<file path="src/rtl/dmem_arbiter_if.sv">
// Bundle of the three buses around the data-memory arbiter: pipeline MEM port (p_*),
// auxiliary loader/debug port (a_*) and the single-port memory side (m_*).
// slave: the arbiter itself; master: everything around it (pipeline, aux, memory).
interface dmem_arbiter_if #(
    parameter int ADDR_W = 32,
    parameter int DATA_W = 32
);
    // pipeline MEM-stage port
    logic              p_read;
    logic              p_write;
    logic [ADDR_W-1:0] p_addr;
    logic [DATA_W-1:0] p_wdata;
    logic [DATA_W-1:0] p_rdata;
    logic              p_stall;
    // auxiliary requester port
    logic              a_req;
    logic              a_we;
    logic [ADDR_W-1:0] a_addr;
    logic [DATA_W-1:0] a_wdata;
    logic [DATA_W-1:0] a_rdata;
    logic              a_ack;
    // memory port
    logic [ADDR_W-1:0] m_addr;
    logic [DATA_W-1:0] m_wdata;
    logic              m_read;
    logic              m_write;
    logic [DATA_W-1:0] m_rdata;

    modport slave (
        input  p_read, p_write, p_addr, p_wdata,
        output p_rdata, p_stall,
        input  a_req, a_we, a_addr, a_wdata,
        output a_rdata, a_ack,
        output m_addr, m_wdata, m_read, m_write,
        input  m_rdata
    );

    modport master (
        output p_read, p_write, p_addr, p_wdata,
        input  p_rdata, p_stall,
        output a_req, a_we, a_addr, a_wdata,
        input  a_rdata, a_ack,
        input  m_addr, m_wdata, m_read, m_write,
        output m_rdata
    );
endinterface

</file>
<file path="src/rtl/dmem_arbiter.sv">
// Shares single-port data memory between the pipeline MEM stage (P) and an aux requester (A).
// Latency: MEM_LATENCY+2 cycles from IDLE-with-request to completion (p_stall drop / a_ack).
// Backpressure: P is stalled combinationally until its RESP cycle; A holds a_req until a_ack.
// Ports: clk, rst_n (async active-low), bus (dmem_arbiter_if.slave: p_*, a_*, m_*).
// Optional: define DMEM_ARB_PERF_EN to add perf_stall[31:0] / perf_aux[15:0] counters.
module dmem_arbiter #(
    parameter int ADDR_W       = 32,
    parameter int DATA_W       = 32,
    parameter int MEM_LATENCY  = 2,
    parameter int STARVE_LIMIT = 4
) (
    input  logic               clk,
    input  logic               rst_n,
    dmem_arbiter_if.slave      bus
`ifdef DMEM_ARB_PERF_EN
    ,
    output logic [31:0]        perf_stall,
    output logic [15:0]        perf_aux
`endif
);
    typedef enum logic [1:0] {IDLE, ACCESS, RESP} state_t;

    localparam logic [3:0] CNT_INIT = 4'(MEM_LATENCY - 1);
    localparam logic [7:0] STARVE_MAX = 8'(STARVE_LIMIT);

    state_t              state_q, state_d;
    logic                owner_p_q;   // 1 = current access belongs to the pipeline
    logic [3:0]          cnt_q;
    logic [7:0]          starve_q;
    logic                we_q;
    logic [ADDR_W-1:0]   addr_q;
    logic [DATA_W-1:0]   wdata_q;
    logic [DATA_W-1:0]   p_rdata_q;
    logic [DATA_W-1:0]   a_rdata_q;

    logic                p_req;
    logic                grant_p, grant_a;
    logic                p_stall, a_ack, m_read, m_write;
    logic [ADDR_W-1:0]   m_addr;
    logic [DATA_W-1:0]   m_wdata;

    assign p_req = bus.p_read | bus.p_write;

    always_ff @(posedge clk or negedge rst_n) begin
        if (!rst_n) state_q <= IDLE;
        else        state_q <= state_d;
    end

    always_comb begin
        state_d = state_q;
        grant_p = 1'b0;
        grant_a = 1'b0;
        p_stall = p_req;
        a_ack   = 1'b0;
        m_read  = 1'b0;
        m_write = 1'b0;
        m_addr  = '0;
        m_wdata = '0;
        case (state_q)
            IDLE: begin
                // A's starvation override beats a pending P request
                if (starve_q == STARVE_MAX && bus.a_req) grant_a = 1'b1;
                else if (p_req)                          grant_p = 1'b1;
                else if (bus.a_req)                      grant_a = 1'b1;
                if (grant_p || grant_a) state_d = ACCESS;
            end
            ACCESS: begin
                m_addr  = addr_q;
                m_wdata = wdata_q;
                m_write = we_q;
                m_read  = !we_q;
                if (cnt_q == 4'd0) state_d = RESP;
            end
            RESP: begin
                if (owner_p_q) p_stall = 1'b0;
                else           a_ack   = 1'b1;
                state_d = IDLE;
            end
            default: state_d = IDLE;
        endcase
    end

    always_ff @(posedge clk or negedge rst_n) begin
        if (!rst_n) begin
            owner_p_q <= 1'b1;
            cnt_q     <= '0;
            starve_q  <= '0;
            we_q      <= 1'b0;
            addr_q    <= '0;
            wdata_q   <= '0;
            p_rdata_q <= '0;
            a_rdata_q <= '0;
        end else begin
            if (grant_p) begin
                owner_p_q <= 1'b1;
                cnt_q     <= CNT_INIT;
                we_q      <= bus.p_write;   // store wins if both strobes are set
                addr_q    <= bus.p_addr;
                wdata_q   <= bus.p_wdata;
                if (bus.a_req && starve_q != STARVE_MAX) starve_q <= starve_q + 8'd1;
            end else if (grant_a) begin
                owner_p_q <= 1'b0;
                cnt_q     <= CNT_INIT;
                we_q      <= bus.a_we;
                addr_q    <= bus.a_addr;
                wdata_q   <= bus.a_wdata;
                starve_q  <= '0;
            end
            if (state_q == ACCESS) begin
                if (cnt_q != 4'd0) begin
                    cnt_q <= cnt_q - 4'd1;
                end else if (!we_q) begin
                    if (owner_p_q) p_rdata_q <= bus.m_rdata;
                    else           a_rdata_q <= bus.m_rdata;
                end
            end
        end
    end

    assign bus.p_stall = p_stall;
    assign bus.p_rdata = p_rdata_q;
    assign bus.a_ack   = a_ack;
    assign bus.a_rdata = a_rdata_q;
    assign bus.m_addr  = m_addr;
    assign bus.m_wdata = m_wdata;
    assign bus.m_read  = m_read;
    assign bus.m_write = m_write;

`ifdef DMEM_ARB_PERF_EN
    always_ff @(posedge clk or negedge rst_n) begin
        if (!rst_n) begin
            perf_stall <= '0;
            perf_aux   <= '0;
        end else begin
            if (p_stall) perf_stall <= perf_stall + 32'd1;
            if (a_ack)   perf_aux   <= perf_aux + 16'd1;
        end
    end
`endif
endmodule

</file>
<file path="src/flat_wrapper.sv">
// flat-port wrapper written by rule: the top's interface ports become plain ports
module dmem_arbiter_flat 
#(
    parameter int ADDR_W       = 32,
    parameter int DATA_W       = 32,
    parameter int MEM_LATENCY  = 2,
    parameter int STARVE_LIMIT = 4
)
  (clk, rst_n, bus_p_read, bus_p_write, bus_p_addr, bus_p_wdata, bus_p_rdata, bus_p_stall, bus_a_req, bus_a_we, bus_a_addr, bus_a_wdata, bus_a_rdata, bus_a_ack, bus_m_addr, bus_m_wdata, bus_m_read, bus_m_write, bus_m_rdata);
  dmem_arbiter_if #(.ADDR_W(ADDR_W), .DATA_W(DATA_W)) bus_i ();
  input  logic clk;
  input  logic rst_n;
  input wire logic [$bits(bus_i.p_read)-1:0] bus_p_read;
  input wire logic [$bits(bus_i.p_write)-1:0] bus_p_write;
  input wire logic [$bits(bus_i.p_addr)-1:0] bus_p_addr;
  input wire logic [$bits(bus_i.p_wdata)-1:0] bus_p_wdata;
  output wire logic [$bits(bus_i.p_rdata)-1:0] bus_p_rdata;
  output wire logic [$bits(bus_i.p_stall)-1:0] bus_p_stall;
  input wire logic [$bits(bus_i.a_req)-1:0] bus_a_req;
  input wire logic [$bits(bus_i.a_we)-1:0] bus_a_we;
  input wire logic [$bits(bus_i.a_addr)-1:0] bus_a_addr;
  input wire logic [$bits(bus_i.a_wdata)-1:0] bus_a_wdata;
  output wire logic [$bits(bus_i.a_rdata)-1:0] bus_a_rdata;
  output wire logic [$bits(bus_i.a_ack)-1:0] bus_a_ack;
  output wire logic [$bits(bus_i.m_addr)-1:0] bus_m_addr;
  output wire logic [$bits(bus_i.m_wdata)-1:0] bus_m_wdata;
  output wire logic [$bits(bus_i.m_read)-1:0] bus_m_read;
  output wire logic [$bits(bus_i.m_write)-1:0] bus_m_write;
  input wire logic [$bits(bus_i.m_rdata)-1:0] bus_m_rdata;
  assign bus_i.p_read = bus_p_read;
  assign bus_i.p_write = bus_p_write;
  assign bus_i.p_addr = bus_p_addr;
  assign bus_i.p_wdata = bus_p_wdata;
  assign bus_p_rdata = bus_i.p_rdata;
  assign bus_p_stall = bus_i.p_stall;
  assign bus_i.a_req = bus_a_req;
  assign bus_i.a_we = bus_a_we;
  assign bus_i.a_addr = bus_a_addr;
  assign bus_i.a_wdata = bus_a_wdata;
  assign bus_a_rdata = bus_i.a_rdata;
  assign bus_a_ack = bus_i.a_ack;
  assign bus_m_addr = bus_i.m_addr;
  assign bus_m_wdata = bus_i.m_wdata;
  assign bus_m_read = bus_i.m_read;
  assign bus_m_write = bus_i.m_write;
  assign bus_i.m_rdata = bus_m_rdata;
  dmem_arbiter #(.ADDR_W(ADDR_W), .DATA_W(DATA_W), .MEM_LATENCY(MEM_LATENCY), .STARVE_LIMIT(STARVE_LIMIT)) u_core (.clk(clk), .rst_n(rst_n), .bus(bus_i));
endmodule
</file>
<file path="config.mk">
export PLATFORM = sky130hd
export DESIGN_NAME = dmem_arbiter_flat
export DESIGN_NICKNAME = d
export VERILOG_FILES = /design/src/rtl/dmem_arbiter_if.sv /design/src/rtl/dmem_arbiter.sv /design/src/flat_wrapper.sv
export SDC_FILE = /design/constraint.sdc
export NUM_CORES = 1
export LEC_CHECK = 0
export CAP_MARGIN = 10
export CORE_ASPECT_RATIO = 1.2
export CORE_UTILIZATION = 45
export DETAILED_ROUTE_END_ITERATION = 8
export MAX_ROUTING_LAYER = met4
export PLACE_DENSITY_LB_ADDON = 0.1
export SYNTH_ARGS = -nofsm -noshare
export SYNTH_HDL_FRONTEND = slang
export SYNTH_SLANG_ARGS = --single-unit
</file>
<file path="constraint.sdc">
create_clock -name clk -period 4.35 [get_ports clk]
set_input_delay 0.87 -clock clk [delete_from_list [all_inputs] [get_ports clk]]
set_output_delay 0.87 -clock clk [all_outputs]
set_load 0.05 [all_outputs]
</file>
==> results.tsv <==
stage	metric	value	unit
outcome	status	completed	
clocking	cts_resized	0	
die	dieHeight	133	um
die	design.core.area	0.0138	mm2
detailed_routing	drc	0	
worst_setup_path	critical_path_class	reg2out	
synth	ys.flop_type	dfrtp_1	
job	maxCapViolations	0	
die	die-area	0.0147	mm2
worst_setup_path	ff2ff_path_depth	5	
worst_setup_path	cp-end-kind	output pin	
worst_setup_path	cp_top_family	buffers and inverters	
synth	syn-instance-count	575	
clocking	clock_path_buffers	2	
timing	slew_headroom	0.610	
clocking	cts_tree	built	
layout	num-nets-final	1034	
synth	yosysTopAreaCell	dfrtp_1	
worst_setup_path	critPathLaunchType	register	
global_route	overflow	0	
detailed_routing	wire_per_inst	18.3	um
global_route	track_usage	0.276	
clocking	cts_setup_buffers	0	
placement	port_buffers	297	
detailed_routing	drt-total-wl	19.2	mm
clocking	cts_root_buf	clkbuf_16	
layout	final_layout_size_suffix_gt1_frac	0.130	
clocking	hold_buffers	0	
placement	dp_hpwl	13.7	mm
layout	diodes	0	
synth	syn_area_per_cell	11.1	um2
synth	synth-edff-count	0	
synth	syn_area	0.00639	mm2
clocking	cts_buffers	17	
timing	final.setup.tns	0	ns
clocking	clock_latency	0.41	ns
layout	area_growth	58.4	%
detailed_routing	viasPerCell	5.22	
detailed_routing	ant_nets	0	
clocking	htreeDepth	4	
synth	ys.warnings.count	0	
worst_setup_path	path_cells	nor2b_4, buf_4, and2_1, clkdlybuf4s50_1	
worst_setup_path	r2r_start	u_core.state_q[1]$_DFFE_PN0P_	
detailed_routing	vias	5476	
clocking	cts.clk_slew.worst_paths	0.06	ns
global_route	antenna_found_initial	0	
synth	synth_commonest_cells	dfrtp_1 (143), inv_1 (72), o22ai_1 (66)	
placement	globalplace.congestion	0.856	
worst_setup_path	cp.arrival	2.74	ns
timing	grt_setup_unrepaired	false	
worst_setup_path	crit_path_top_delay_cell	clkdlybuf4s50_1	
global_route	grt_pass1_vias	5839	
synth	yosys.cell_count.top_type	dfrtp_1	
die	ios	298	
synth	synth_top_area_frac	0.560	
worst_setup_path	critPathMaxFanout	50	
detailed_routing	drt_iter0_drc	338	
timing	period_share	0.830	
timing	setup_viol	0	
timing	drv_slew	0	
worst_setup_path	critPathMaxStageDelay	0.82	ns
die	die_w	111	um
global_route	grt_start_max_net_pins	84	
detailed_routing	first_pass_iters	4	
die	num_rows	47	
worst_setup_path	cp.buffers_inverters	2	
worst_setup_path	startpoint	u_core.state_q[1]$_DFFE_PN0P_	
timing	hold_viol	0	
worst_setup_path	crit_required	3.48	ns
worst_setup_path	r2r_end	u_core.wdata_q[17]$_DFFE_PN0P_	
clocking	clkSinkCount	144	
worst_setup_path	crit_end	bus_m_wdata[17]	
synth	ys_types	38	
timing	fin_skew	0.0105	ns
min_path	hold_path_class	in2async	
synth	async_reset_ff_frac	1.00	
worst_setup_path	cp.depth	4	
synth	synthesis.nets	744	
timing	timing.fmax	277	MHz
timing	fin_crit	3.61	ns
synth	yosys-top-cells-area	dfrtp_1 (56%), mux2_2 (11%), o22ai_1 (6.5%), and2_1 (6.4%), a21oi_1 (5.1%)	
timing	worst_pin_slew	0.585	ns
synth	ys_seq_area_frac	0.564	
synth	ys_ff_latch	144	
global_route	grt_pass1_wl	30.6	mm
worst_setup_path	r2r_slack	1.97	ns
die	start_util	0.462	
## final cells by class
class,count,area [um2]
multi-input combinational,324,2310
fill,984,3700
clock buffer,18,439
inverter,72,270
clock inverter,14,225
sequential,144,3600
timing repair buffer,306,3050
tap,171,214
## how the worst min path moves through the flow
stage	from	end	slack [ns]	depth (start not counted)
global placement	u_core.bus.a_rdata[8]$_DFFE_PN0P_	u_core.bus.a_rdata[8]$_DFFE_PN0P_	0.49	1
floorplan	u_core.cnt_q[2]$_DFF_PN0_	u_core.cnt_q[2]$_DFF_PN0_	0.47	1
CTS	rst_n	u_core.bus.a_rdata[29]$_DFFE_PN0P_	0.44	1
finish	rst_n	u_core.bus.a_rdata[29]$_DFFE_PN0P_	0.42	1
global route	rst_n	u_core.bus.a_rdata[29]$_DFFE_PN0P_	0.46	1
detailed placement	u_core.bus.a_rdata[5]$_DFFE_PN0P_	u_core.bus.a_rdata[5]$_DFFE_PN0P_	0.49	1
## per-stage QoR
step | cells | instance area (um2) | setup WS (ns) | hold slack, ns | util
finish | 1049 | 10100 | 0.738 | 0.419 | 0.732
global route | 1049 | 10100 | 0.610 | 0.460 | 0.732
CTS | 1049 | 10100 | 0.698 | 0.441 | 0.732
detailed placement | 1017 | 9460 | 0.929 | 0.493 | 0.684
global placement | 1017 | 9460 | 0.962 | 0.486 | 0.684
floorplan | 575 | 6390 | 1.76 | 0.472 | -
## flip-flops by register name (all words and copies together), names as in the netlist
register / flops
u_core.addr_q: 32
u_core.state_q: 2
u_core.wdata_q: 32
u_core.bus.a_rdata: 32
u_core.cnt_q: 4
u_core.we_q: 1
u_core.starve_q: 8
u_core.owner_p_q: 1
u_core.bus.p_rdata: 32
## kinds of logic (layout without fill, tap and decap cells)
group / count (synthesis) / after routing / synth area share
compound gates: 143 / 143 / 0.131
xor+xnor: 6 / 6 / 0.00823
fa+ha+maj: 3 / 3 / 0.00587
buf+inv: 107 / 410 / 0.0770
flops: 144 / 144 / 0.564
mux: 66 / 66 / 0.116
simple gates: 106 / 106 / 0.0979
## metal layers
metal | wire (um) | GRT usage | share of wire | up-vias
li1 | - | - | - | 2537
met1 | 7650 | 0.313 | 0.40 | 2642
met2 | 9490 | 0.453 | 0.49 | 259
met3 | 1470 | 0.0815 | 0.077 | 38
met4 | 626 | 0.121 | 0.033 | 0
met5 | 0 | - | 0 | -
## layout by cell type (no fill, tap or decap), drive strengths merged
master / n
a21o: 1
a21oi: 65
a22o: 1
a31oi: 1
and2: 65
and3: 1
buf: 10
bufinv: 5
clkbuf: 18
clkdlybuf4s50: 296
clkinv: 1
clkinvlp: 3
dfrtp: 143
dfstp: 1
ha: 3
inv: 77
mux2: 65
mux2i: 1
nand2: 7
nand2b: 2
nand3: 7
nand3b: 1
nand4: 1
nand4b: 1
nand4bb: 1
nor2: 12
nor2b: 1
nor3: 3
nor4: 1
nor4bb: 1
o21ai: 6
o221ai: 1
o22ai: 66
o31a: 1
o31ai: 1
or3: 1
or4: 1
xnor2: 3
xor2: 3
Power is not shown: default switching activity piles up to over one toggle a cycle in this logic, so the estimate is an artifact.
